--- src/rtl/muldiv_hilo_ctrl_if.sv ---
// rtl/muldiv_hilo_ctrl_if.sv - execute-stage mult/div and HI/LO access bundle
interface muldiv_hilo_ctrl_if;
  logic        startE;
  logic [1:0]  opE;
  logic [31:0] srcAE;
  logic [31:0] srcBE;
  logic        mthiE;
  logic        mtloE;
  logic        mfE;
  logic        hiSelE;
  logic        busy;
  logic        stallMD;
  logic [31:0] HiLoOutE;
  logic [31:0] HI;
  logic [31:0] LO;

  modport master (
    output startE, opE, srcAE, srcBE, mthiE, mtloE, mfE, hiSelE,
    input  busy, stallMD, HiLoOutE, HI, LO
  );

  modport slave (
    input  startE, opE, srcAE, srcBE, mthiE, mtloE, mfE, hiSelE,
    output busy, stallMD, HiLoOutE, HI, LO
  );
endinterface

--- src/rtl/muldiv_hilo_ctrl.sv ---
// rtl/muldiv_hilo_ctrl.sv - iterative mult/div sequencer owning the HI/LO pair
module muldiv_hilo_ctrl (
  input  logic                 clk,
  input  logic                 rst,
  muldiv_hilo_ctrl_if.slave    bus
);

  typedef enum logic [1:0] {
    S_IDLE = 2'd0,
    S_MUL  = 2'd1,
    S_DIV  = 2'd2,
    S_FIX  = 2'd3
  } state_t;

  state_t      state_q, state_d;
  logic [4:0]  cnt_q, cnt_d;
  logic        busy_q, busy_d;
  logic [31:0] hi_q, hi_d;
  logic [31:0] lo_q, lo_d;
  // acc holds {upper, lower} of the product, or {remainder, quotient/dividend}
  logic [63:0] acc_q, acc_d;
  logic [31:0] opa_q, opa_d;
  logic        is_div_q, is_div_d;
  logic        neg_p_q, neg_p_d;
  logic        neg_r_q, neg_r_d;

  logic        signed_op;
  logic        a_neg, b_neg;
  logic [31:0] mag_a, mag_b;
  logic        div_zero;
  logic [32:0] sum33;
  logic [63:0] mul_next;
  logic [32:0] shifted, diff;
  logic        q_bit;
  logic [63:0] div_next;
  logic [63:0] prod;
  logic [31:0] quo_fix, rem_fix;

  assign signed_op = ~bus.opE[0];
  assign a_neg     = signed_op & bus.srcAE[31];
  assign b_neg     = signed_op & bus.srcBE[31];
  assign mag_a     = a_neg ? (~bus.srcAE + 32'd1) : bus.srcAE;
  assign mag_b     = b_neg ? (~bus.srcBE + 32'd1) : bus.srcBE;
  assign div_zero  = bus.opE[1] & (bus.srcBE == 32'd0);

  // Shift-add: add multiplicand to the upper half when the low bit is set, then shift right
  assign sum33    = {1'b0, acc_q[63:32]} + (acc_q[0] ? {1'b0, opa_q} : 33'd0);
  assign mul_next = {sum33, acc_q[31:1]};

  // Restoring step: remainder stays below the divisor, so 33 bits cover the trial
  assign shifted  = {acc_q[63:32], acc_q[31]};
  assign diff     = shifted - {1'b0, opa_q};
  assign q_bit    = ~diff[32];
  assign div_next = {(q_bit ? diff[31:0] : shifted[31:0]), acc_q[30:0], q_bit};

  assign prod    = neg_p_q ? (~acc_q + 64'd1) : acc_q;
  assign quo_fix = neg_p_q ? (~acc_q[31:0] + 32'd1) : acc_q[31:0];
  assign rem_fix = neg_r_q ? (~acc_q[63:32] + 32'd1) : acc_q[63:32];

  always_ff @(posedge clk or posedge rst) begin
    if (rst) begin
      state_q  <= S_IDLE;
      cnt_q    <= 5'd0;
      busy_q   <= 1'b0;
      hi_q     <= 32'd0;
      lo_q     <= 32'd0;
      acc_q    <= 64'd0;
      opa_q    <= 32'd0;
      is_div_q <= 1'b0;
      neg_p_q  <= 1'b0;
      neg_r_q  <= 1'b0;
    end else begin
      state_q  <= state_d;
      cnt_q    <= cnt_d;
      busy_q   <= busy_d;
      hi_q     <= hi_d;
      lo_q     <= lo_d;
      acc_q    <= acc_d;
      opa_q    <= opa_d;
      is_div_q <= is_div_d;
      neg_p_q  <= neg_p_d;
      neg_r_q  <= neg_r_d;
    end
  end

  always_comb begin
    state_d = state_q;
    unique case (state_q)
      S_IDLE: begin
        if (bus.startE) begin
          if (div_zero)          state_d = S_FIX;
          else if (bus.opE[1])   state_d = S_DIV;
          else                   state_d = S_MUL;
        end
      end
      S_MUL:   if (cnt_q == 5'd0) state_d = S_FIX;
      S_DIV:   if (cnt_q == 5'd0) state_d = S_FIX;
      S_FIX:   state_d = S_IDLE;
      default: state_d = S_IDLE;
    endcase
  end

  always_comb begin
    cnt_d    = cnt_q;
    hi_d     = hi_q;
    lo_d     = lo_q;
    acc_d    = acc_q;
    opa_d    = opa_q;
    is_div_d = is_div_q;
    neg_p_d  = neg_p_q;
    neg_r_d  = neg_r_q;
    busy_d   = (state_d != S_IDLE);
    unique case (state_q)
      S_IDLE: begin
        if (bus.startE) begin
          cnt_d    = 5'd31;
          is_div_d = bus.opE[1];
          neg_p_d  = a_neg ^ b_neg;
          neg_r_d  = a_neg;
          if (div_zero) begin
            // Raw dividend into HI, all-ones into LO, bypassing sign correction
            acc_d   = {bus.srcAE, 32'hFFFF_FFFF};
            neg_p_d = 1'b0;
            neg_r_d = 1'b0;
          end else if (bus.opE[1]) begin
            acc_d = {32'd0, mag_a};
            opa_d = mag_b;
          end else begin
            acc_d = {32'd0, mag_b};
            opa_d = mag_a;
          end
        end else begin
          if (bus.mthiE) hi_d = bus.srcAE;
          if (bus.mtloE) lo_d = bus.srcAE;
        end
      end
      S_MUL: begin
        acc_d = mul_next;
        if (cnt_q != 5'd0) cnt_d = cnt_q - 5'd1;
      end
      S_DIV: begin
        acc_d = div_next;
        if (cnt_q != 5'd0) cnt_d = cnt_q - 5'd1;
      end
      S_FIX: begin
        cnt_d = 5'd0;
        if (is_div_q) begin
          hi_d = rem_fix;
          lo_d = quo_fix;
        end else begin
          hi_d = prod[63:32];
          lo_d = prod[31:0];
        end
      end
      default: ;
    endcase
  end

  assign bus.busy     = busy_q;
  assign bus.stallMD  = busy_q & (bus.startE | bus.mthiE | bus.mtloE | bus.mfE);
  assign bus.HiLoOutE = bus.hiSelE ? hi_q : lo_q;
  assign bus.HI       = hi_q;
  assign bus.LO       = lo_q;

endmodule

--- src/flat_wrapper.sv ---
// flat-port wrapper written by rule: the top's interface ports become plain ports
module muldiv_hilo_ctrl_flat 
  (clk, rst, bus_startE, bus_opE, bus_srcAE, bus_srcBE, bus_mthiE, bus_mtloE, bus_mfE, bus_hiSelE, bus_busy, bus_stallMD, bus_HiLoOutE, bus_HI, bus_LO);
  muldiv_hilo_ctrl_if bus_i ();
  input  logic clk;
  input  logic rst;
  input wire logic [$bits(bus_i.startE)-1:0] bus_startE;
  input wire logic [$bits(bus_i.opE)-1:0] bus_opE;
  input wire logic [$bits(bus_i.srcAE)-1:0] bus_srcAE;
  input wire logic [$bits(bus_i.srcBE)-1:0] bus_srcBE;
  input wire logic [$bits(bus_i.mthiE)-1:0] bus_mthiE;
  input wire logic [$bits(bus_i.mtloE)-1:0] bus_mtloE;
  input wire logic [$bits(bus_i.mfE)-1:0] bus_mfE;
  input wire logic [$bits(bus_i.hiSelE)-1:0] bus_hiSelE;
  output wire logic [$bits(bus_i.busy)-1:0] bus_busy;
  output wire logic [$bits(bus_i.stallMD)-1:0] bus_stallMD;
  output wire logic [$bits(bus_i.HiLoOutE)-1:0] bus_HiLoOutE;
  output wire logic [$bits(bus_i.HI)-1:0] bus_HI;
  output wire logic [$bits(bus_i.LO)-1:0] bus_LO;
  assign bus_i.startE = bus_startE;
  assign bus_i.opE = bus_opE;
  assign bus_i.srcAE = bus_srcAE;
  assign bus_i.srcBE = bus_srcBE;
  assign bus_i.mthiE = bus_mthiE;
  assign bus_i.mtloE = bus_mtloE;
  assign bus_i.mfE = bus_mfE;
  assign bus_i.hiSelE = bus_hiSelE;
  assign bus_busy = bus_i.busy;
  assign bus_stallMD = bus_i.stallMD;
  assign bus_HiLoOutE = bus_i.HiLoOutE;
  assign bus_HI = bus_i.HI;
  assign bus_LO = bus_i.LO;
  muldiv_hilo_ctrl u_core (.clk(clk), .rst(rst), .bus(bus_i));
endmodule
--- config.mk ---
export PLATFORM = sky130hd
export DESIGN_NAME = muldiv_hilo_ctrl_flat
export DESIGN_NICKNAME = d
export VERILOG_FILES = /design/src/rtl/muldiv_hilo_ctrl_if.sv /design/src/rtl/muldiv_hilo_ctrl.sv /design/src/flat_wrapper.sv
export SDC_FILE = /design/constraint.sdc
export NUM_CORES = 1
export LEC_CHECK = 0
export BUFFER_PORTS_ARGS = -buffer_cell sky130_fd_sc_hd__buf_2
export CAP_MARGIN = 20
export CORE_MARGIN = 8
export CORE_UTILIZATION = 45
export DETAILED_ROUTE_END_ITERATION = 8
export HOLD_SLACK_MARGIN = 0.05
export PLACE_DENSITY = 0.74
export SLEW_MARGIN = 20
export SYNTH_ARGS = -nofsm -noshare
export SYNTH_HDL_FRONTEND = slang
export SYNTH_SLANG_ARGS = --single-unit
--- constraint.sdc ---
create_clock -name clk -period 5.3 [get_ports clk]
set_input_delay 0.53 -clock clk [delete_from_list [all_inputs] [get_ports clk]]
set_output_delay 0.53 -clock clk [all_outputs]
set_load 0.005 [all_outputs]
Word level (Yosys, flattened, before mapping)
Cells that the tools add are included.

Register bits: 171. Logic and storage cells: 87. Output and inout bits: 98.

Equality and inequality tests: 8. Reductions and logical operators: 14. Bitwise operators: 16. Add/subtract/negate cells: 8. Mux-type cells: 31.

Operators with widths (count): $mux W32 (15); $mux W64 (3); $pmux W64 S3 (1); $add A32 B1 Y32 const B (4); $not A32 Y32 (4); $pmux W32 S2 (2); $add A64 B1 Y64 const B (1); $not A64 Y64 (1); $add A32 B33 Y33 (1); $sub A33 B32 Y33 (1); $logic_not A32 Y1 (1); $pmux W5 S3 (1); $mux W5 (2); $reduce_and A3 Y1 (3); $mux W2 (4); $ne A2 B2 Y1 const B (4); $pmux W2 S3 (1); $reduce_and A2 Y1 (3); $logic_not A5 Y1 (1); $reduce_bool A5 Y1 (1); $sub A5 B1 Y5 const B (1); $and A1 B1 Y1 (4); $eq A2 B2 Y1 const B (2); $reduce_bool A2 Y1 (2); 9 further kinds (14).

Depth between registers and ports, before layout
Depth after elaboration: 7. Depth in mapped cells: 16.

Least setup slack after synthesis
OpenSTA, ideal clock, no wires.

Kind: flip-flop to flip-flop. Start point: reg u_core.acc_q[0]. End point: reg u_core.acc_q[60]. Cell stages (with the launch flop): 16. Path slack: 1.736 ns. Data arrival time: 3.482 ns. Setup time: 0.082 ns. Buffers on the path: 2. Cell sequence: dfrtp_1 -> clkbuf_1 -> inv_1 -> clkbuf_1 -> nor2_1 -> ha_1 -> a21o_1 -> a21oi_1 -> a31oi_1 -> a21o_1 -> a2111oi_0 -> o21ai_0 -> a31oi_1 -> xnor2_1 -> nand3_1 -> a31oi_1.

Longest elaborated chain between the ends: 3.

RTL lines: start, declared (RTL line muldiv_hilo_ctrl.sv:21) `logic [63:0] acc_q, acc_d;`; start signal, assigned (RTL line muldiv_hilo_ctrl.sv:67) `acc_q <= 64'd0;`; start signal, assigned (RTL line muldiv_hilo_ctrl.sv:78) `acc_q <= acc_d;`; $mux W32 (RTL line muldiv_hilo_ctrl.sv:47) `assign sum33 = {1'b0, acc_q[63:32]} + (acc_q[0] ? {1'b0, opa_q} : 33'd0);`; $add A32 B33 Y33 (RTL line muldiv_hilo_ctrl.sv:47); $pmux W64 S3 (RTL line muldiv_hilo_ctrl.sv:113) `unique case (state_q)`.

Every way passes these cells. A chain may end at the register's enable or synchronous reset.

Final worst setup path
Start point: reg u_core.acc_q[31]. End point: reg u_core.acc_q[36].

Longest elaborated chain between the ends: 3.

RTL lines: $sub A33 B32 Y33 (RTL line muldiv_hilo_ctrl.sv:52) `assign diff = shifted - {1'b0, opa_q};`; $mux W32 (RTL line muldiv_hilo_ctrl.sv:54) `assign div_next = {(q_bit ? diff[31:0] : shifted[31:0]), acc_q[30:0], q_bit};`; $pmux W64 S3 (RTL line muldiv_hilo_ctrl.sv:113).

Every way passes these cells.

==> summary.md <==
Global route
- GRT Util Overall: 0.279
- aggregate global routing overflow: 0
- pin count of the biggest net entering global routing: 97
- met2 track demand over resource in global routing: 0.421
- most crowded layer after global routing: met2
- met1 layer usage reported by global route: 0.381
- wire length of the first global-routing pass: 90600 µm
- initial antenna violation count: 0
- met3 track demand over resource: 0.0725
- via count of the first global-routing pass: 15.3k

Status
- result of the run: complete, no violations

Synth
- Synth Register Bits: 171
- cell type contributing the most total cell area after synthesis: sky130_fd_sc_hd__dfrtp_1
- cell area after technology mapping: 15700 µm²
- top area cells in the synthesized netlist: sky130_fd_sc_hd__dfrtp_1 (27%), sky130_fd_sc_hd__o21ai_0 (6.6%), sky130_fd_sc_hd__ha_1 (6.0%)
- gate count after technology mapping: 2039
- share of synthesized flip-flops with an asynchronous set or reset: 1.00
- fraction of post-synthesis cell area in the top cell type by area: 0.272
- Post-synth EDFFs: 0
- share of synthesized area occupied by flip-flops and latches: 0.272
- Post-synth top flop: sky130_fd_sc_hd__dfrtp_1
- net count after synthesis: 2189
- Cell variety after synth: 79
- count of yosys warnings during synthesis: 0
- mean instance size in the synthesized netlist: 7.72 µm²

Route
- DR WL/cell: 23.2 µm
- detailed router's first-iteration violation count: 1974
- Post-DRT Antenna Nets: 0
- final routed wirelength across all metal layers: 59800 µm
- vias post-DR: 16.3k
- detailed-route DRC error count: 0
- DRT Pass-1 Iters: 6
- vias per inst: 6.31

Clocking
- TritonCTS clock tree: yes
- post-CTS resize count: 0
- maximum level of the CTS H-tree: 4
- largest buffer count on any clock path: 2
- clock input transition at the sequential cells of the worst setup and hold paths: 70 ps
- clock sink total: 171
- clock latency of the later-clocked register in the worst-skew pair: 450 ps
- hold buffer count at CTS: 0
- Root Buffer Master: sky130_fd_sc_hd__clkbuf_16
- number of buffers inserted during clock tree synthesis: 17
- buffers inserted during post-CTS setup optimization: 0

Cells and area
- Area growth, synth to finish: 10.7%
- number of inserted filler cells in the final layout: 3380
- fin nets: 2261
- antenna fix cells: 0
- Layout Cells excl Fill: 2579
- fraction of layout instances using a drive strength above 1: 0.153

Timing
- setup violation total in the final timing report: 0
- number of endpoints with negative hold slack in the final report: 0
- normalized max-slew margin: 0.290
- RSZ-0062 raised after global routing: false
- max frequency: 231 MHz
- final worst path period need: 4340 ps
- final period utilization: 0.818
- Max Slew Vio Count: 0
- clock tree skew after final layout: 13.9 ps
- setup TNS: 0 ps
- Worst-Margin Slew: 1060 ps

Worst setup path
- Worst R2R Path Depth: 13
- launch point of the worst path: u_core.acc_q[31]
- destination of the critical timing path: u_core.acc_q[36]
- startpoint kind of the worst setup timing path: flip-flop
- kind of capture point of the worst setup path: flip-flop
- worst flop-to-flop path endpoint: u_core.acc_q[36]
- setup slack, reg-to-reg: 960 ps
- arrival time of the worst setup path: 4660 ps
- Data required, critical path: 5620 ps
- startpoint of the most critical register-to-register path: u_core.acc_q[31]
- highest net fanout along the worst path: 35
- type of the worst setup path: reg2reg

Pwr
- Int Power: 6.15 mW
- Seq pwr share: 0.224
- Static Leak: 7.76 nW
- share of total power in the clock network: 0.095
- pwr/cell area: 748 nW/µm²
- Worst IR Drop VDD: 0.000531 V
- Net Sw Power: 6.89 mW
- switch share: 0.528
- logic gate share of total power: 0.681

Floorplanning
- die footprint: 41200 µm²
- die span in x: 203 µm
- placeable core region: 34500 µm²
- top-level port count: 171
- initial standard-cell utilization of the core: 0.457
- Placement Rows: 68
- Die Height: 203 µm

Place
- Placer Congestion: 1.05
- Inst Count DP: 2547
- half-perimeter wire length of the detailed placement result: 46100 µm
- total of buffers placed on input and output ports: 170

Run
- count of maximum capacitance violations: 0

Worst hold path
- Hold Crit Class: in2async

==> routing by layer <==
layer | part of all wire | vias to the layer above
met4 | 0.033 | 0
met5 | 0 | -
met1 | 0.42 | 7709
li1 | - | 7497
met3 | 0.12 | 121
met2 | 0.43 | 958
==> state kept, by name, summed over array words and instances (netlist names) <==
signal and flops:
u_core.bus.LO 32, u_core.neg_r_q 1, u_core.neg_p_q 1, u_core.bus.HI 32, u_core.bus.busy 1, u_core.is_div_q 1, u_core.state_q 2, u_core.cnt_q 5
u_core.acc_q 64, u_core.opa_q 32
==> worst min-delay path by stage <==
stage,from,to,slack (ps),cells past startpoint
floorplan,u_core.opa_q[10],u_core.opa_q[10],450,2
global placement,u_core.opa_q[8],u_core.opa_q[8],460,2
CTS,rst,u_core.acc_q[5],240,2
finish,rst,u_core.cnt_q[1],190,2
detailed placement,u_core.opa_q[9],u_core.opa_q[9],470,2
global route,rst,u_core.cnt_q[1],260,2
==> cell usage in the layout (no fill, tap or decap), types with 15 or more instances in the layout <==
cell type	Yosys	routed
sky130_fd_sc_hd__xnor2_1	74	74
sky130_fd_sc_hd__a31oi_1	34	34
sky130_fd_sc_hd__or3_1	15	15
sky130_fd_sc_hd__mux2i_1	19	19
sky130_fd_sc_hd__mux2_2	58	58
sky130_fd_sc_hd__nand2_1	224	223
sky130_fd_sc_hd__buf_4	4	20
sky130_fd_sc_hd__dfrtp_1	171	171
sky130_fd_sc_hd__a22o_1	22	22
sky130_fd_sc_hd__nand3_1	22	22
sky130_fd_sc_hd__inv_1	67	65
sky130_fd_sc_hd__a221oi_1	28	28
sky130_fd_sc_hd__clkbuf_16	0	17
sky130_fd_sc_hd__ha_1	75	71
sky130_fd_sc_hd__nand2b_1	19	19
sky130_fd_sc_hd__xor2_1	100	100
sky130_fd_sc_hd__a211oi_1	25	25
sky130_fd_sc_hd__a21o_1	42	42
sky130_fd_sc_hd__nor2b_1	22	22
sky130_fd_sc_hd__nor2_1	206	204
sky130_fd_sc_hd__a21oi_1	174	171
sky130_fd_sc_hd__buf_2	5	170
sky130_fd_sc_hd__o31ai_1	19	19
sky130_fd_sc_hd__nor3_1	63	63
sky130_fd_sc_hd__o21ai_0	208	208
==> critical path, cell delays in order, from the launching register on <==
cell and delay (ps):
sky130_fd_sc_hd__dfrtp_1 460, sky130_fd_sc_hd__inv_1 140, sky130_fd_sc_hd__ha_1 220, sky130_fd_sc_hd__fa_1 390, sky130_fd_sc_hd__nand2b_1 180, sky130_fd_sc_hd__a21oi_1 240, sky130_fd_sc_hd__o21ai_1 170, sky130_fd_sc_hd__o21ai_1 340
sky130_fd_sc_hd__a31o_2 290, sky130_fd_sc_hd__a41oi_2 170, sky130_fd_sc_hd__nand2_2 710, sky130_fd_sc_hd__mux2_2 420, sky130_fd_sc_hd__a221oi_1 340, sky130_fd_sc_hd__nor3_1 110
==> Yosys cell counts, drive strengths merged (6+ instances only) <==
cell and count:
or4 10, a221oi 28, nand3 22, or3 18, a21oi 174, a211o 6, buf 21, a21o 42
ha 75, inv 67, xor2 100, mux2 58, a22o 22, clkbuf 118, mux2i 19, xnor2 74
o41ai 10, a31oi 34, a311oi 6, nor4 15, o31ai 20, o21ai 212, nor3 63, o311ai 6
o21a 12, a221o 7, nor2 206, nand4 6, nand2b 20, a211oi 25, and2 10, a22oi 12
or2 11, dfrtp 171, and3 14, nor2b 22, nand2 225, o211ai 11
==> power groups by stage <==
stage	Sequential, mW	Combinational (mW)	Clock, mW
4_1_cts	2.87	8.67	1.24
5_1_grt	2.99	9.62	1.29
2_1_floorplan	2.50	6.31	0
3_3_place_gp	2.85	8.54	0
3_5_place_dp	2.89	8.62	0
6_report	2.93	8.87	1.24
==> stage by stage <==
stage               hold WS (ps)  setup WS, ps  utilization  instance area, µm²  total power, mW
CTS                          240          1070        0.506               17400             12.8
detailed placement           471          1080        0.489               16900             11.5
finish                       190           963        0.506               17400             13.0
floorplan                    450           138            -               15700             8.81
global route                 264           749        0.506               17400             13.9
global placement             464          1210        0.489               16800             11.4
==> cell type report <==
type,instances,area [µm²],share of cell area
multi-input cells,1662,10700,0.615
flip-flops and latches,171,4280,0.246
repair buffers,192,1040,0.0595
well taps,455,569,0.0327
clock buffers,19,443,0.0254
inverters,67,256,0.0147
clock inverters,13,119,0.00682
==> cell families after synthesis <==
logic type,synth area share
mux,0.0536
compound gates,0.273
xor+xnor,0.0968
buf+inv,0.0507
fa+ha+maj,0.0622
simple gates,0.192
flops,0.272
Power figures use the tool's default switching activity.
